[src/rtl/des_key_schedule.sv]
// DES key schedule: accepts one 64-bit key and hands out the 16 round
// subkeys one per valid/ready handshake, in encrypt (K1..K16) or decrypt
// (K16..K1) order. FIPS 46-3 bit numbering: FIPS bit 1 is the MSB.
module des_key_schedule #(
    parameter bit CHECK_PARITY = 1'b0
) (
    input  logic        clk,
    input  logic        rst_n,
    input  logic        key_valid,
    output logic        key_ready,
    input  logic [63:0] key,
    input  logic        decrypt,
    output logic        sk_valid,
    input  logic        sk_ready,
    output logic [47:0] sk_data,
    output logic [3:0]  sk_round,
    output logic        sk_last,
    output logic        parity_err
);

    typedef enum logic {S_IDLE, S_EMIT} state_t;

    // PC-1: entry j (j = 1 at the MSB end) is the FIPS key bit that lands at C||D position j.
    localparam logic [447:0] PC1_TAB = {
        8'd57, 8'd49, 8'd41, 8'd33, 8'd25, 8'd17, 8'd9,
        8'd1,  8'd58, 8'd50, 8'd42, 8'd34, 8'd26, 8'd18,
        8'd10, 8'd2,  8'd59, 8'd51, 8'd43, 8'd35, 8'd27,
        8'd19, 8'd11, 8'd3,  8'd60, 8'd52, 8'd44, 8'd36,
        8'd63, 8'd55, 8'd47, 8'd39, 8'd31, 8'd23, 8'd15,
        8'd7,  8'd62, 8'd54, 8'd46, 8'd38, 8'd30, 8'd22,
        8'd14, 8'd6,  8'd61, 8'd53, 8'd45, 8'd37, 8'd29,
        8'd21, 8'd13, 8'd5,  8'd28, 8'd20, 8'd12, 8'd4
    };

    // PC-2: entry j is the C||D position that lands at subkey position j.
    localparam logic [383:0] PC2_TAB = {
        8'd14, 8'd17, 8'd11, 8'd24, 8'd1,  8'd5,
        8'd3,  8'd28, 8'd15, 8'd6,  8'd21, 8'd10,
        8'd23, 8'd19, 8'd12, 8'd4,  8'd26, 8'd8,
        8'd16, 8'd7,  8'd27, 8'd20, 8'd13, 8'd2,
        8'd41, 8'd52, 8'd31, 8'd37, 8'd47, 8'd55,
        8'd30, 8'd40, 8'd51, 8'd45, 8'd33, 8'd48,
        8'd44, 8'd49, 8'd39, 8'd56, 8'd34, 8'd53,
        8'd46, 8'd42, 8'd50, 8'd36, 8'd29, 8'd32
    };

    state_t      state_q, state_d;
    logic [27:0] c_q, c_d, d_q, d_d;
    logic [3:0]  n_q, n_d;
    logic        dec_q, dec_d;
    logic        par_q, par_d;

    logic [55:0] pc1_out;
    logic [55:0] cd_cur;
    logic [47:0] pc2_out;
    logic [7:0]  byte_even;
    logic        key_par_bad;
    logic [4:0]  shift_idx;
    logic        shift_two;

    assign cd_cur = {c_q, d_q};

    generate
        for (genvar gi = 0; gi < 56; gi++) begin : g_pc1
            localparam int SRC = 64 - int'(PC1_TAB[(55 - gi) * 8 +: 8]);
            assign pc1_out[55 - gi] = key[SRC];
        end
        for (genvar gi = 0; gi < 48; gi++) begin : g_pc2
            localparam int SRC = 56 - int'(PC2_TAB[(47 - gi) * 8 +: 8]);
            assign pc2_out[47 - gi] = cd_cur[SRC];
        end
        for (genvar gi = 0; gi < 8; gi++) begin : g_par
            // A DES key byte is valid when it has odd parity.
            assign byte_even[gi] = ~^key[gi * 8 +: 8];
        end
    endgenerate

    assign key_par_bad = |byte_even;

    // Schedule entry for the next rotation: encrypt walks s(2)..s(16), decrypt s(16)..s(2).
    assign shift_idx = dec_q ? (5'd16 - {1'b0, n_q}) : ({1'b0, n_q} + 5'd2);
    assign shift_two = !((shift_idx == 5'd1) || (shift_idx == 5'd2) ||
                         (shift_idx == 5'd9) || (shift_idx == 5'd16));

    function automatic logic [27:0] rot_l(input logic [27:0] x, input logic two);
        return two ? {x[25:0], x[27:26]} : {x[26:0], x[27]};
    endfunction

    function automatic logic [27:0] rot_r(input logic [27:0] x, input logic two);
        return two ? {x[1:0], x[27:2]} : {x[0], x[27:1]};
    endfunction

    // Next-state logic: key load in IDLE, per-handshake half rotation in EMIT.
    always_comb begin
        state_d = state_q;
        c_d     = c_q;
        d_d     = d_q;
        n_d     = n_q;
        dec_d   = dec_q;
        par_d   = par_q;
        case (state_q)
            S_IDLE: begin
                if (key_valid) begin
                    // Decrypt starts from C0/D0 directly since C16 = C0.
                    c_d     = decrypt ? pc1_out[55:28] : rot_l(pc1_out[55:28], 1'b0);
                    d_d     = decrypt ? pc1_out[27:0]  : rot_l(pc1_out[27:0], 1'b0);
                    dec_d   = decrypt;
                    n_d     = 4'd0;
                    par_d   = CHECK_PARITY ? key_par_bad : 1'b0;
                    state_d = S_EMIT;
                end
            end
            S_EMIT: begin
                if (sk_ready) begin
                    if (n_q == 4'd15) begin
                        state_d = S_IDLE;
                    end else begin
                        n_d = n_q + 4'd1;
                        c_d = dec_q ? rot_r(c_q, shift_two) : rot_l(c_q, shift_two);
                        d_d = dec_q ? rot_r(d_q, shift_two) : rot_l(d_q, shift_two);
                    end
                end
            end
            default: state_d = S_IDLE;
        endcase
    end

    // State registers with synchronous active-low reset.
    always_ff @(posedge clk) begin
        if (!rst_n) begin
            state_q <= S_IDLE;
            c_q     <= 28'd0;
            d_q     <= 28'd0;
            n_q     <= 4'd0;
            dec_q   <= 1'b0;
            par_q   <= 1'b0;
        end else begin
            state_q <= state_d;
            c_q     <= c_d;
            d_q     <= d_d;
            n_q     <= n_d;
            dec_q   <= dec_d;
            par_q   <= par_d;
        end
    end

    assign key_ready  = (state_q == S_IDLE);
    assign sk_valid   = (state_q == S_EMIT);
    assign sk_data    = pc2_out;
    assign sk_round   = dec_q ? (4'd15 - n_q) : n_q;
    assign sk_last    = (state_q == S_EMIT) && (n_q == 4'd15);
    assign parity_err = par_q;

endmodule

[config.mk]
export PLATFORM = sky130hd
export DESIGN_NAME = des_key_schedule
export DESIGN_NICKNAME = d
export VERILOG_FILES = /design/src/rtl/des_key_schedule.sv
export SDC_FILE = /design/constraint.sdc
export NUM_CORES = 1
export LEC_CHECK = 0
export BUFFER_PORTS_ARGS = -buffer_cell sky130_fd_sc_hd__buf_2
export CAP_MARGIN = 20
export CORE_ASPECT_RATIO = 0.5
export CORE_MARGIN = 2
export CORE_UTILIZATION = 50
export DETAILED_ROUTE_END_ITERATION = 10
export HOLD_SLACK_MARGIN = 0.1
export PLACE_DENSITY = 0.74
export REMOVE_ABC_BUFFERS = 1
export SLEW_MARGIN = 20
export SYNTH_ARGS = -nofsm -noshare
export SYNTH_HDL_FRONTEND = slang
export SYNTH_SLANG_ARGS = --single-unit
[constraint.sdc]
create_clock -name clk -period 3.7 [get_ports clk]
set_clock_uncertainty 0.2 [all_clocks]
set_input_delay 0.185 -clock clk [delete_from_list [all_inputs] [get_ports clk]]
set_output_delay 0.185 -clock clk [all_outputs]
set_load 0.01 [all_outputs]
==> run_results.csv <==
group,metric,value,unit
placement,dp_hpwl,11400,um
min_path,hold_path_class,"in2reg",
clock_network,cts_tree,"built",
floorplanning,die_h,79.3,um
run,max_cap_viol_count,0,
cells_and_area,drive_above_1_share,0.257,
critical_path,required,3720,ps
synthesis,yosysWarnings,0,
sta,max_freq,308,MHz
synthesis,seq_area_frac_synth,0.219,
min_path,hold-path-cell-count,5,
clock_network,cts_inserted_buffers,9,
critical_path,worstPathCellList,"inv_1 > ha_1 > nor2b_1 > nor3_2 > o221ai_4 > nand2_4 > a211oi_1 > a211oi_2",
placement,gp_congestion,0.866,
power_and_ir_drop,combPwrFrac,0.291,
grt,antenna_found_initial,0,
synthesis,yosysTopAreaCell,"dfxtp_1",
cells_and_area,antenna_cells,0,
synthesis,yosys-top-cells-count,"mux2i_1 (73), nand3_1 (63), dfxtp_1 (62)",
sta,slew_headroom,0.460,
critical_path,worst_r2r_endpoint,"c_q[9]",
sta,fin_crit_sh,0.879,
clock_network,post_cts_resized,0,
synthesis,synth_area,5670,um2
grt,grt_max_degree,54,
synthesis,yosys-top-cells-area,"dfxtp_1 (22%), mux2i_1 (13%), buf_4 (7.3%), nand3_1 (5.6%), o21ai_0 (4.1%)",
sta,fin_tns_setup,0,ps
critical_path,critPathKind,"reg2reg",
synthesis,synth_edf_count,0,
critical_path,cp_slowest_cell,"dfxtp_1",
min_path,hold_path_end,"c_q[2]",
critical_path,reg2reg_depth,8,
floorplanning,die_area,12300,um2
clock_network,ctsHtreeMaxLevel,3,
power_and_ir_drop,p_total,0.00241,W
cells_and_area,fin_util,0.586,
critical_path,rrSetupSlack,450,ps
critical_path,crit_path_start_kind,"flop",
critical_path,r2r_start,"n_q[0]",
synthesis,synthArstFlopShare,0,
routing,postRouteAntennaNets,0,
floorplanning,ios,125,
power_and_ir_drop,swShare,0.339,
critical_path,max_stage_delay,530,ps
power_and_ir_drop,pwr_density_cell,374,nW/um2
critical_path,crit_family,"compound AO/OA/AOI/OAI gates",
critical_path,cp-startpoint,"n_q[0]",
routing,finalWirelength,17700,um
critical_path,cp_max_fo,46,
synthesis,synth.avg_cell_area,7.95,um2
power_and_ir_drop,clockPowerShare,0.373,
floorplanning,core,11000,um2
sta,fin_crit,3250,ps
power_and_ir_drop,p_leak,2.67,nW
sta,slew_viol_final,0,
floorplanning,die_w,155,um
grt,grt_usage,0.282,
sta,hold_viol,0,
critical_path,critPathBufInv,1,
critical_path,cp-end-kind,"flop",
placement,numPortBuffers,115,
grt,grt_pass1_wl,27900,um
outcome,outcome,"finished clean",
routing,post_drt_wl_per_cell,19.1,um
routing,drc,0,
cells_and_area,final_net_count,847,
floorplanning,initial_core_util,0.515,
floorplanning,rows,27,
grt,grt_overflow_total,0,
power_and_ir_drop,power.internal,0.00159,W
clock_network,clk_pin_slew_worst_paths,60,ps
power_and_ir_drop,switching_power,0.000819,W
clock_network,worstSkewPairLatency,340,ps
min_path,min-delay-start,"key[20]",
routing,num_vias,5902,
critical_path,worstPathArrival,3270,ps
power_and_ir_drop,peakVddDrop,0.000260,V
cells_and_area,area_growth,13.8,%
power_and_ir_drop,power_frac_seq,0.336,
grt,grt_pass1_vias,5379,
clock_network,clock-sinks,62,
sta,worst_slew_pin_slew,806,ps
clock_network,root_buffer,"clkbuf_16",
clock_network,clockBufferDepth,2,
sta,finalSetupViolCount,0,
routing,drt_first_pass_iters,6,
synthesis,synth.ff_latch_count,62,
routing,drt-vias-per-instance,6.39,
synthesis,synth_cells,714,
synthesis,synth_flop_cell,"dfxtp_1",
synthesis,synth_top_area_frac,0.219,
synthesis,synth_most_common_cell,"mux2i_1",
synthesis,ys_types,65,
routing,dr.first_iter.drc_count,621,
sta,rsz0062_at_grt,"false",
cell type report:
type / instances / area [um2]
Multi-Input combinational cell: 516 / 3630
Clock buffer: 13 / 280
Clock inverter: 3 / 40.0
Timing Repair Buffer: 164 / 1010
Tap cell: 145 / 181
Sequential cell: 62 / 1240
Fill cell: 1023 / 4560
Inverter: 21 / 78.8
power by group through the flow:
stage	logic, W	registers, W	clock network [W]
after floorplan	0.000388	0.000822	0
after CTS	0.000687	0.000809	0.000898
after global placement	0.000650	0.000820	0
after detailed placement	0.000660	0.000822	0
final	0.000702	0.000812	0.000900
after global routing	0.000759	0.000819	0.000931
worst reg2reg max path, delay by kind of cell, from the launching register on:
family / cells / cell delay, ps
AND/OR/NAND/NOR: 3 / 940
flip-flops: 1 / 530
AO/OA/AOI/OAI: 3 / 1000
adder cells (fa/ha/maj): 1 / 330
buffers and inverters: 1 / 150
cells in the final DEF, fill, tap and decap left out, types with 8 or more instances in the layout:
| master | count |
|---|---|
| a21oi_1 | 42 |
| clkbuf_16 | 9 |
| a211oi_2 | 17 |
| a21o_1 | 8 |
| and3_1 | 8 |
| dfxtp_1 | 62 |
| o211ai_1 | 28 |
| o21ai_0 | 47 |
| mux2i_1 | 73 |
| nor2_1 | 18 |
| a211oi_1 | 25 |
| dlygate4sd3_1 | 26 |
| buf_4 | 23 |
| nand3_1 | 63 |
| buf_2 | 115 |
| nor3_1 | 16 |
| nand2_1 | 53 |
| a21boi_0 | 9 |
| o221ai_1 | 25 |
| inv_1 | 21 |
| a31oi_1 | 12 |
per-stage QoR:
step | std cells | instance area [um2] | hold WS (ps) | setup slack (ps)
floorplan | 599 | 4940 | 92.3 | 440
global placement | 882 | 5880 | 195 | 582
detailed placement | 882 | 5880 | 209 | 496
CTS | 924 | 6460 | 101 | 486
global route | 924 | 6460 | 129 | 179
finish | 924 | 6460 | 100 | 448
timing repair:
item / CTS / global route
setup buffers: 0 / 0
hold buffers: 26 / 0
endpoints found under the setup margin: 0 / 0
hold endpoints to repair: 16 / 0
registers in the layout, indices dropped and copies added, names as in the netlist:
name,cells
d_q,28
sk_valid,1
c_q,28
dec_q,1
n_q,4
per-layer routing:
metal,global-route usage,part of all wire,vias up
li1,-,-,2755
met1,0.397,0.45,2798
met2,0.445,0.45,299
met3,0.0426,0.079,50
met4,0.0926,0.020,0
met5,0,0,-
cell families after synthesis:
logic type	count (synthesis)	share of synthesized area
other	1	0.000661
flip-flops	62	0.219
AND/OR/NAND/NOR	180	0.159
adder cells (fa/ha/maj)	4	0.00882
AO/OA/AOI/OAI	248	0.323
XOR/XNOR	7	0.0108
buffers and inverters	136	0.143
multiplexers	76	0.135
worst max path at each step:
stage / slack [ps] / end / depth (start not counted)
4_1_cts: 490 / c_q[18] / 9
3_5_place_dp: 500 / c_q[18] / 9
2_1_floorplan: 440 / d_q[17] / 5
6_report: 450 / c_q[9] / 8
5_1_grt: 180 / c_q[9] / 8
3_3_place_gp: 580 / c_q[18] / 9
(Power assumes the default switching activity.)
